File: config.mk
export PLATFORM = sky130hd
export DESIGN_NAME = reg_bank_flat
export DESIGN_NICKNAME = d
export VERILOG_FILES = /design/src/rtl/reg_bank_pkg.sv /design/src/rtl/reg_bank_if.sv /design/src/rtl/reg_bank_rdport.sv /design/src/rtl/reg_bank.sv /design/src/flat_wrapper.sv
export SDC_FILE = /design/constraint.sdc
export NUM_CORES = 2
export LEC_CHECK = 0
export BUFFER_PORTS_ARGS = -buffer_cell sky130_fd_sc_hd__buf_2
export CAP_MARGIN = 30
export CELL_PAD_IN_SITES_DETAIL_PLACEMENT = 1
export CELL_PAD_IN_SITES_GLOBAL_PLACEMENT = 2
export CORE_ASPECT_RATIO = 0.9
export CORE_UTILIZATION = 40
export DETAILED_ROUTE_END_ITERATION = 16
export PLACE_DENSITY = 0.81
export RECOVER_POWER = 50
export SLEW_MARGIN = 20
export SYNTH_ARGS = -nofsm -noshare
export SYNTH_HDL_FRONTEND = slang
export SYNTH_HIERARCHICAL = 1
export SYNTH_SLANG_ARGS = --single-unit
File: constraint.sdc
create_clock -name clk -period 3.8 [get_ports clk]
set_clock_uncertainty 0.1 [all_clocks]
set_input_delay 0.76 -clock clk [delete_from_list [all_inputs] [get_ports clk]]
set_output_delay 0.76 -clock clk [all_outputs]
set_load 0.01 [all_outputs]
File: src/rtl/reg_bank_pkg.sv
// Shared types and default sizing for the register bank.
package reg_bank_pkg;
  typedef enum logic {IDLE = 1'b0, CLEAR = 1'b1} state_t;
  localparam int DEF_WIDTH = 32;
  localparam int DEF_DEPTH = 32;
endpackage

File: src/rtl/reg_bank_if.sv
// Write/read/clear bus of the register bank.
interface reg_bank_if import reg_bank_pkg::*; #(
  parameter int WIDTH = DEF_WIDTH,
  parameter int DEPTH = DEF_DEPTH
) ();
  localparam int ADDR_W = $clog2(DEPTH);

  logic              clr_req;
  logic              busy;
  logic              we;
  logic [ADDR_W-1:0] waddr;
  logic [WIDTH/8-1:0] wbe;
  logic [WIDTH-1:0]  wdata;
  logic [ADDR_W-1:0] raddr_a;
  logic [ADDR_W-1:0] raddr_b;
  logic [WIDTH-1:0]  rdata_a;
  logic [WIDTH-1:0]  rdata_b;

  modport master (
    output clr_req, we, waddr, wbe, wdata, raddr_a, raddr_b,
    input  busy, rdata_a, rdata_b
  );
  modport slave (
    input  clr_req, we, waddr, wbe, wdata, raddr_a, raddr_b,
    output busy, rdata_a, rdata_b
  );
endinterface

File: src/rtl/reg_bank_rdport.sv
// One combinational read port: decode, range/R0 masking and same-cycle write bypass.
module reg_bank_rdport import reg_bank_pkg::*; #(
  parameter int  WIDTH   = DEF_WIDTH,
  parameter int  DEPTH   = DEF_DEPTH,
  parameter bit  ZERO_R0 = 1'b1,
  localparam int ADDR_W  = $clog2(DEPTH)
) (
  input  logic [DEPTH-1:0][WIDTH-1:0] mem,
  input  logic [ADDR_W-1:0]           raddr,
  input  logic                        byp_en,
  input  logic [ADDR_W-1:0]           waddr,
  input  logic [WIDTH/8-1:0]          wbe,
  input  logic [WIDTH-1:0]            wdata,
  output logic [WIDTH-1:0]            rdata
);
  logic in_range;

  always_comb begin
    in_range = int'(raddr) < DEPTH;
    rdata    = in_range ? mem[raddr] : '0;
    // byp_en already implies waddr is in range and not a dropped R0 write
    if (byp_en && raddr == waddr) begin
      for (int i = 0; i < WIDTH/8; i++)
        if (wbe[i]) rdata[8*i +: 8] = wdata[8*i +: 8];
    end
    if (!in_range || (ZERO_R0 && raddr == '0)) rdata = '0;
  end
endmodule

File: src/rtl/reg_bank.sv
// Dual-read, single-write register bank with byte enables and a DEPTH-cycle clear sweep.
module reg_bank import reg_bank_pkg::*; #(
  parameter int WIDTH   = DEF_WIDTH,
  parameter int DEPTH   = DEF_DEPTH,
  parameter bit ZERO_R0 = 1'b1
) (
  input logic       clk,
  input logic       reset,
  reg_bank_if.slave bus
);
  localparam int ADDR_W = $clog2(DEPTH);
  localparam int NB     = WIDTH/8;
  localparam int NUM_RP = 2;

  state_t                      state;
  logic [ADDR_W-1:0]           idx;
  logic [DEPTH-1:0][WIDTH-1:0] mem;
  logic                        wr_ok;
  logic [NUM_RP-1:0][ADDR_W-1:0] raddr;
  logic [NUM_RP-1:0][WIDTH-1:0]  rdata;

  // A write that will commit at the next edge; also gates the read bypass.
  assign wr_ok = bus.we && !bus.clr_req && (state == IDLE) && !reset &&
                 (int'(bus.waddr) < DEPTH) && !(ZERO_R0 && bus.waddr == '0);

  always_ff @(posedge clk) begin
    if (reset) begin
      mem      <= '0;
      state    <= IDLE;
      idx      <= '0;
      bus.busy <= 1'b0;
    end else begin
      case (state)
        IDLE: begin
          if (bus.clr_req) begin
            state    <= CLEAR;
            idx      <= '0;
            bus.busy <= 1'b1;
          end else if (wr_ok) begin
            for (int i = 0; i < NB; i++)
              if (bus.wbe[i]) mem[bus.waddr][8*i +: 8] <= bus.wdata[8*i +: 8];
          end
        end
        CLEAR: begin
          mem[idx] <= '0;
          if (idx == ADDR_W'(DEPTH-1)) begin
            state    <= IDLE;
            idx      <= '0;
            bus.busy <= 1'b0;
          end else begin
            idx <= idx + ADDR_W'(1);
          end
        end
      endcase
    end
  end

  assign raddr = {bus.raddr_b, bus.raddr_a};

  for (genvar p = 0; p < NUM_RP; p++) begin : g_rd
    reg_bank_rdport #(.WIDTH(WIDTH), .DEPTH(DEPTH), .ZERO_R0(ZERO_R0)) u_rd (
      .mem   (mem),
      .raddr (raddr[p]),
      .byp_en(wr_ok),
      .waddr (bus.waddr),
      .wbe   (bus.wbe),
      .wdata (bus.wdata),
      .rdata (rdata[p])
    );
  end

  assign bus.rdata_a = rdata[0];
  assign bus.rdata_b = rdata[1];
endmodule

File: src/flat_wrapper.sv
// flat-port wrapper written by rule: the top's interface ports become plain ports
module reg_bank_flat import reg_bank_pkg::*;
#(
  parameter int WIDTH   = DEF_WIDTH,
  parameter int DEPTH   = DEF_DEPTH,
  parameter bit ZERO_R0 = 1'b1
)
  (clk, reset, bus_clr_req, bus_we, bus_waddr, bus_wbe, bus_wdata, bus_raddr_a, bus_raddr_b, bus_busy, bus_rdata_a, bus_rdata_b);
  reg_bank_if #(.WIDTH(WIDTH), .DEPTH(DEPTH)) bus_i ();
  input logic clk;
  input logic reset;
  input wire logic [$bits(bus_i.clr_req)-1:0] bus_clr_req;
  input wire logic [$bits(bus_i.we)-1:0] bus_we;
  input wire logic [$bits(bus_i.waddr)-1:0] bus_waddr;
  input wire logic [$bits(bus_i.wbe)-1:0] bus_wbe;
  input wire logic [$bits(bus_i.wdata)-1:0] bus_wdata;
  input wire logic [$bits(bus_i.raddr_a)-1:0] bus_raddr_a;
  input wire logic [$bits(bus_i.raddr_b)-1:0] bus_raddr_b;
  output wire logic [$bits(bus_i.busy)-1:0] bus_busy;
  output wire logic [$bits(bus_i.rdata_a)-1:0] bus_rdata_a;
  output wire logic [$bits(bus_i.rdata_b)-1:0] bus_rdata_b;
  assign bus_i.clr_req = bus_clr_req;
  assign bus_i.we = bus_we;
  assign bus_i.waddr = bus_waddr;
  assign bus_i.wbe = bus_wbe;
  assign bus_i.wdata = bus_wdata;
  assign bus_i.raddr_a = bus_raddr_a;
  assign bus_i.raddr_b = bus_raddr_b;
  assign bus_busy = bus_i.busy;
  assign bus_rdata_a = bus_i.rdata_a;
  assign bus_rdata_b = bus_i.rdata_b;
  reg_bank #(.WIDTH(WIDTH), .DEPTH(DEPTH), .ZERO_R0(ZERO_R0)) u_core (.clk(clk), .reset(reset), .bus(bus_i));
endmodule
# --- After elaboration in Yosys (flattened, before gate mapping) ---
# Index checks and enable logic that the tools add are counted.
classes:
  n_bitwise: 3
  muxes: 58
  order_cmp: 6
  eq_ne: 7
  n_shift: 0
  add_sub_neg: 1
  mul: 0
  n_div: 0
  n_reduce_logical: 16
op_table:
  columns: ["operator", "n"]
  rows:
  - ["1024-bit two-way mux", 18]
  - ["1024-bit bitwise mux", 4]
  - ["1024-bit one-hot mux with 2 select lines", 1]
  - ["1024-bit AND", 1]
  - ["1024-bit inverter", 1]
  - ["32-bit demux with 5-bit select", 5]
  - ["32-bit binary-select mux with 5-bit select", 2]
  - ["32-bit two-way mux", 8]
  - ["8-bit two-way mux", 9]
  - ["5-bit by 6-bit < comparator with 1-bit output (second input constant)", 4]
  - ["24-bit two-way mux", 1]
  - ["16-bit two-way mux", 1]
  - ["5-bit zero test", 3]
  - ["5-bit == test", 2]
  - ["5-bit by 1-bit >= comparator with 1-bit output (second input constant)", 2]
  - ["5-bit two-way mux", 2]
  - ["5-bit one-hot mux with 2 select lines", 1]
  - ["1-bit logical AND", 8]
  - ["2-bit inequality test (second input constant)", 4]
  - ["5-bit by 1-bit adder with 5-bit output (second input constant)", 1]
  - ["5-bit == test (second input constant)", 1]
  - ["1-bit two-way mux", 4]
  - ["1-bit one-hot mux with 2 select lines", 2]
  - ["2-bit AND reduction", 2]
  - ["2 further kinds", 4]
totals:
  romBits: 0
  input_bits: 55
  latchBits: 0
  mem_bits_rw: 0
  register_bits: 1031
  n_memories: 0

# --- Depth between registers and ports, before layout ---
logic_depth:
  word_depth: 27
  mapped_depth: 11

# --- Cells and area by module ---
# Netlist, hierarchy kept.
by_module_without_submodules:
  columns: ["module", "instances", "seq_area_each_um2", "area_each_um2", "cells_each"]
  rows:
  - ["reg_bank", 1, 20639.8, 32944.1, 2731]
  - ["reg_bank_rdport", 2, 0.0, 8808.4, 888]

# --- Least setup slack after synthesis ---
# No wires, ideal clock.
synth_path:
  kind: "input-to-output"
  start: "in bus_waddr[1]"
  end: "out bus_rdata_a[28]"
  arrival_ps: 2480
  required_ps: 2940
  n_path_buf: 3
  slack_ps: 460
  path_stages: 10
  path_cell_list: "buf_2 or2_2 clkbuf_1 buf_2 nor3_1 nor2_1 nand2_1 nor2_1 a21oi_1 a32o_1"
synth_between:
  elab_chain_cells: 6
synth_rtl:
  columns: ["element", "line", "source"]
  rows:
  - ["start, declared", "flat_wrapper.sv:14", "input wire logic [$bits(bus_i.waddr)-1:0] bus_waddr;"]
  - ["5-bit zero test", "reg_bank.sv:24", "(int'(bus.waddr) < DEPTH) && !(ZERO_R0 && bus.waddr == '0);"]
  - ["1-bit zero test", "reg_bank.sv:24", null]
  - ["1-bit logical AND", "reg_bank.sv:24", null]
  - ["via u_core.wr_ok", "reg_bank.sv:18", "logic wr_ok;"]
  - ["1-bit logical AND", "reg_bank_rdport.sv:22", "if (byp_en && raddr == waddr) begin"]
  - ["32-bit two-way mux", "reg_bank_rdport.sv:22", null]
  - ["32-bit two-way mux", "reg_bank_rdport.sv:26", "if (!in_range || (ZERO_R0 && raddr == '0)) rdata = '0;"]
  - ["end, declared", "flat_wrapper.sv:20", "output wire logic [$bits(bus_i.rdata_a)-1:0] bus_rdata_a;"]
# The timed path passes the listed nets, and every way through them passes these cells.

# --- Worst setup path after layout ---
layout_path:
  start: "reg u_core.state"
  end: "out bus_rdata_a[8]"
layout_between:
  elab_chain_cells: 7
layout_rtl:
  columns: ["element", "line", "source"]
  rows:
  - ["start, declared", "reg_bank.sv:15", "state_t state;"]
  - ["start signal, assigned", "reg_bank.sv:29", "state <= IDLE;"]
  - ["start signal, assigned", "reg_bank.sv:36", "state <= CLEAR;"]
  - ["start signal, assigned", "reg_bank.sv:47", "state <= IDLE;"]
  - ["1-bit inverter", "reg_bank.sv:23", "assign wr_ok = bus.we && !bus.clr_req && (state == IDLE) && !reset &&"]
  - ["1-bit logical AND (2 in a row)", "reg_bank.sv:23", null]
  - ["1-bit logical AND", "reg_bank.sv:24", null]
  - ["via u_core.wr_ok", "reg_bank.sv:18", null]
  - ["1-bit logical AND", "reg_bank_rdport.sv:22", null]
  - ["32-bit two-way mux", "reg_bank_rdport.sv:22", null]
  - ["32-bit two-way mux", "reg_bank_rdport.sv:26", null]
# The timed path passes the listed nets, and every way through them passes these cells.

==> flow_metrics.env <==
export IMPL_min_period_ps=3850
export IMPL_hp_start="bus_wdata[16]"
export IMPL_max_clock_freq_ghz=0.260
export IMPL_end_kind="output port"
export IMPL_portBuffers=119
export IMPL_grt_usage=0.372
export IMPL_hold_buffers=0
export IMPL_final_cell_area_um2=60200
export IMPL_nFillCells=13200
export IMPL_avgRoutedWirePerCell_um=36.7
export IMPL_fin_crit_sh=1.01
export IMPL_cp_data_required_time_ps=2940
export IMPL_outcome="finished with violations"
export IMPL_cp_start_kind="flop"
export IMPL_syn_to_final_growth_pct=19.1
export IMPL_synth_top_cell_area_share=0.408
export IMPL_violations="capacitance limit, slew limit, setup timing"
export IMPL_ys_warnings_count=6
export IMPL_critPathKind="flop to output port"
export IMPL_grt_pass1_wl_mm=345
export IMPL_fin_util=0.481
export IMPL_rows=123
export IMPL_rr_endpoint="u_core/mem[59]"
export IMPL_netlist_area_um2=50600
export IMPL_antenna_found_initial=12
export IMPL_ir_drop_mv=0.409
export IMPL_r2r_setup_slack_ps=770
export IMPL_synth_cells=4507
export IMPL_cts_root_buf="clkbuf_16"
export IMPL_holdWs_ps=338
export IMPL_synth_seq_cells=1031
export IMPL_clk_pin_slew_ps=60
export IMPL_relSlewSlack=-0.278
export IMPL_cp_max_fo=7
export IMPL_fin_cells=6687
export IMPL_htreeDepth=3
export IMPL_dp_cells=6473
export IMPL_clkSinkCount=1031
export IMPL_vias=46400
export IMPL_grt_pass1_vias=45900
export IMPL_power_leakage_nw=21.6
export IMPL_setup_ws_ps=-50.6
export IMPL_r2r_start="u_core/state"
export IMPL_grt_overflow=0
export IMPL_final_antenna_net_count=0
export IMPL_multi_input_area_um2=27900
export IMPL_yosysSeqAreaShare=0.408
export IMPL_synth_fp_nets=4567
export IMPL_cp_arrival_ps=2990
export IMPL_syn_avg_cell_area_um2=11.2
export IMPL_drc=0
export IMPL_die_area_um2=128000
export IMPL_drt_iter0_markers=5865
export IMPL_yosysMostFrequentCell="dfxtp_1"
export IMPL_grt_max_degree=130
export IMPL_clock_latency_ps=730
export IMPL_drive_gt1_frac=0.235
export IMPL_place_area_um2=56200
export IMPL_synth_cell_types=59
export IMPL_max_cap_viol_count=1
export IMPL_p_per_area_nw_per_um2=421
export IMPL_synth_edf_count=0
export IMPL_slew_violations=130
export IMPL_core_um2=125000
export IMPL_hold_viol=0
export IMPL_drt_pass1_iter_count=5
export IMPL_die_x_um=377
export IMPL_fin_nets=4966
export IMPL_worst_slew_pin_slew_ps=1920
export IMPL_hpwl_mm=175
export IMPL_post_place_ws_ps=-574
export IMPL_cts_max_path_buffers=3
export IMPL_setup_violations=35
export IMPL_cts_tree="yes"
export IMPL_ys_top_cells_by_area="dfxtp_1 41%, o2bb2ai_1 17%, mux2i_1 12%"
export IMPL_min_path_type="input port to flop"
export IMPL_async_reset_ff_frac=0
export IMPL_start_util=0.404
export IMPL_synthFlopType="dfxtp_1"
export IMPL_detail_route_wirelength_mm=245
export IMPL_gp_congestion=1.11
export IMPL_synthTopCellsByCount="1,031 x dfxtp_1, 992 x o2bb2ai_1, 614 x mux2i_1"
export IMPL_rsz0062_at_grt="true"
export IMPL_rr_worst_depth=7
export IMPL_io_pins=120
export IMPL_die_y_um=339
export IMPL_seq_area_um2=20600
export IMPL_cts_buffers=108
export IMPL_synth_largest_area_cell="dfxtp_1"
export IMPL_worstHoldPathCells=4
export IMPL_via_per_inst=6.94
export IMPL_hold_path_endpoint="u_core/mem[240]"
## per-stage QoR
| step | power [mW] | TNS [ps] |
|---|---|---|
| 2_1_floorplan | 12.6 | 0 |
| 3_3_place_gp | 13.9 | -24300 |
| 3_5_place_dp | 13.9 | -26280 |
| 4_1_cts | 25.3 | -43.6 |
| 5_1_grt | 25.9 | -2630 |
| 6_report | 25.3 | -781 |
## cells in the final DEF (no fill, tap or decap), types with 11 or more instances in the layout
cell type	instances
buf_4	461
o22ai_1	49
nand3_1	74
a22o_1	63
clkinv_2	19
nand2_1	165
clkbuf_1	30
or2_2	35
mux2_2	20
nor2_1	90
clkbuf_16	111
o211ai_1	52
and2_1	28
and3_1	11
a22oi_1	290
mux4_2	194
a211oi_1	112
buf_12	63
a221oi_1	20
clkbuf_8	37
mux2i_1	614
nor3_1	63
buf_2	113
dfxtp_1	1030
a32o_1	12
o2bb2ai_1	992
## flip-flops by register name (all words and copies together) (netlist names)
name and flops:
u_core/bus.busy 1, u_core/state 1, u_core/mem 1024, u_core/idx 5
## logic make-up after synthesis
group                      after synthesis  share of synthesized area
AOI/OAI and AO/OA                     1643                      0.269
DFF                                   1031                      0.408
muxes                                  828                      0.212
and+or+nand+nor                        591                     0.0620
buffers and inverters                  399                     0.0452
xor gates and xnor gates                10                    0.00173
adders and majority gates                5                    0.00124
## worst max path at each step
stage,startpoint,endpoint,slack [ps],depth (start not counted)
3_5_place_dp,bus_clr_req,bus_rdata_a[31],-570,10
4_1_cts,u_core/state,bus_rdata_a[7],-20,9
3_3_place_gp,bus_clr_req,bus_rdata_a[31],-570,10
5_1_grt,u_core/state,bus_rdata_b[9],-90,9
6_report,u_core/state,bus_rdata_a[8],-50,9
2_1_floorplan,bus_waddr[1],bus_rdata_a[28],460,10
## layout make-up
| class | instances | share of cell area |
|---|---|---|
| Antenna cell | 4 | 0.000166 |
| Clock buffer | 158 | 0.0545 |
| Clock inverter | 42 | 0.00935 |
| Inverter | 8 | 0.000499 |
| Multi-Input combinational cell | 3077 | 0.464 |
| Sequential cell | 1031 | 0.343 |
| Tap cell | 1687 | 0.0351 |
| Timing Repair Buffer | 680 | 0.0937 |
## critical path: stages, from the launching register on
cell	delay (ps)
dfxtp_2	330
or4b_4	520
nor2_4	240
nand2_2	120
nor3_2	190
buf_4	220
and2_4	180
buf_8	150
a22o_1	160
buf_2	130
## repair_timing
action                                  4_1_cts  5_1_grt
gates resized for setup                      32       18
cloned                                        0        1
setup buffers                                 5        4
pin swaps                                     7        8
endpoints found under the setup margin       64       56
hold endpoints to repair                      0        0
## layer usage
layer,track usage,wire (um),up-vias
li1,-,-,19100
met1,0.506,101000,23900
met2,0.547,104000,2716
met3,0.0945,26500,673
met4,0.177,13100,12
met5,0,78,-
## power breakdown
part           internal, mW  switching (mW)
combinational          1.02            1.96
sequential             10.8          0.0229
clock                  6.68            4.84
Power figures use the tool's default switching activity.
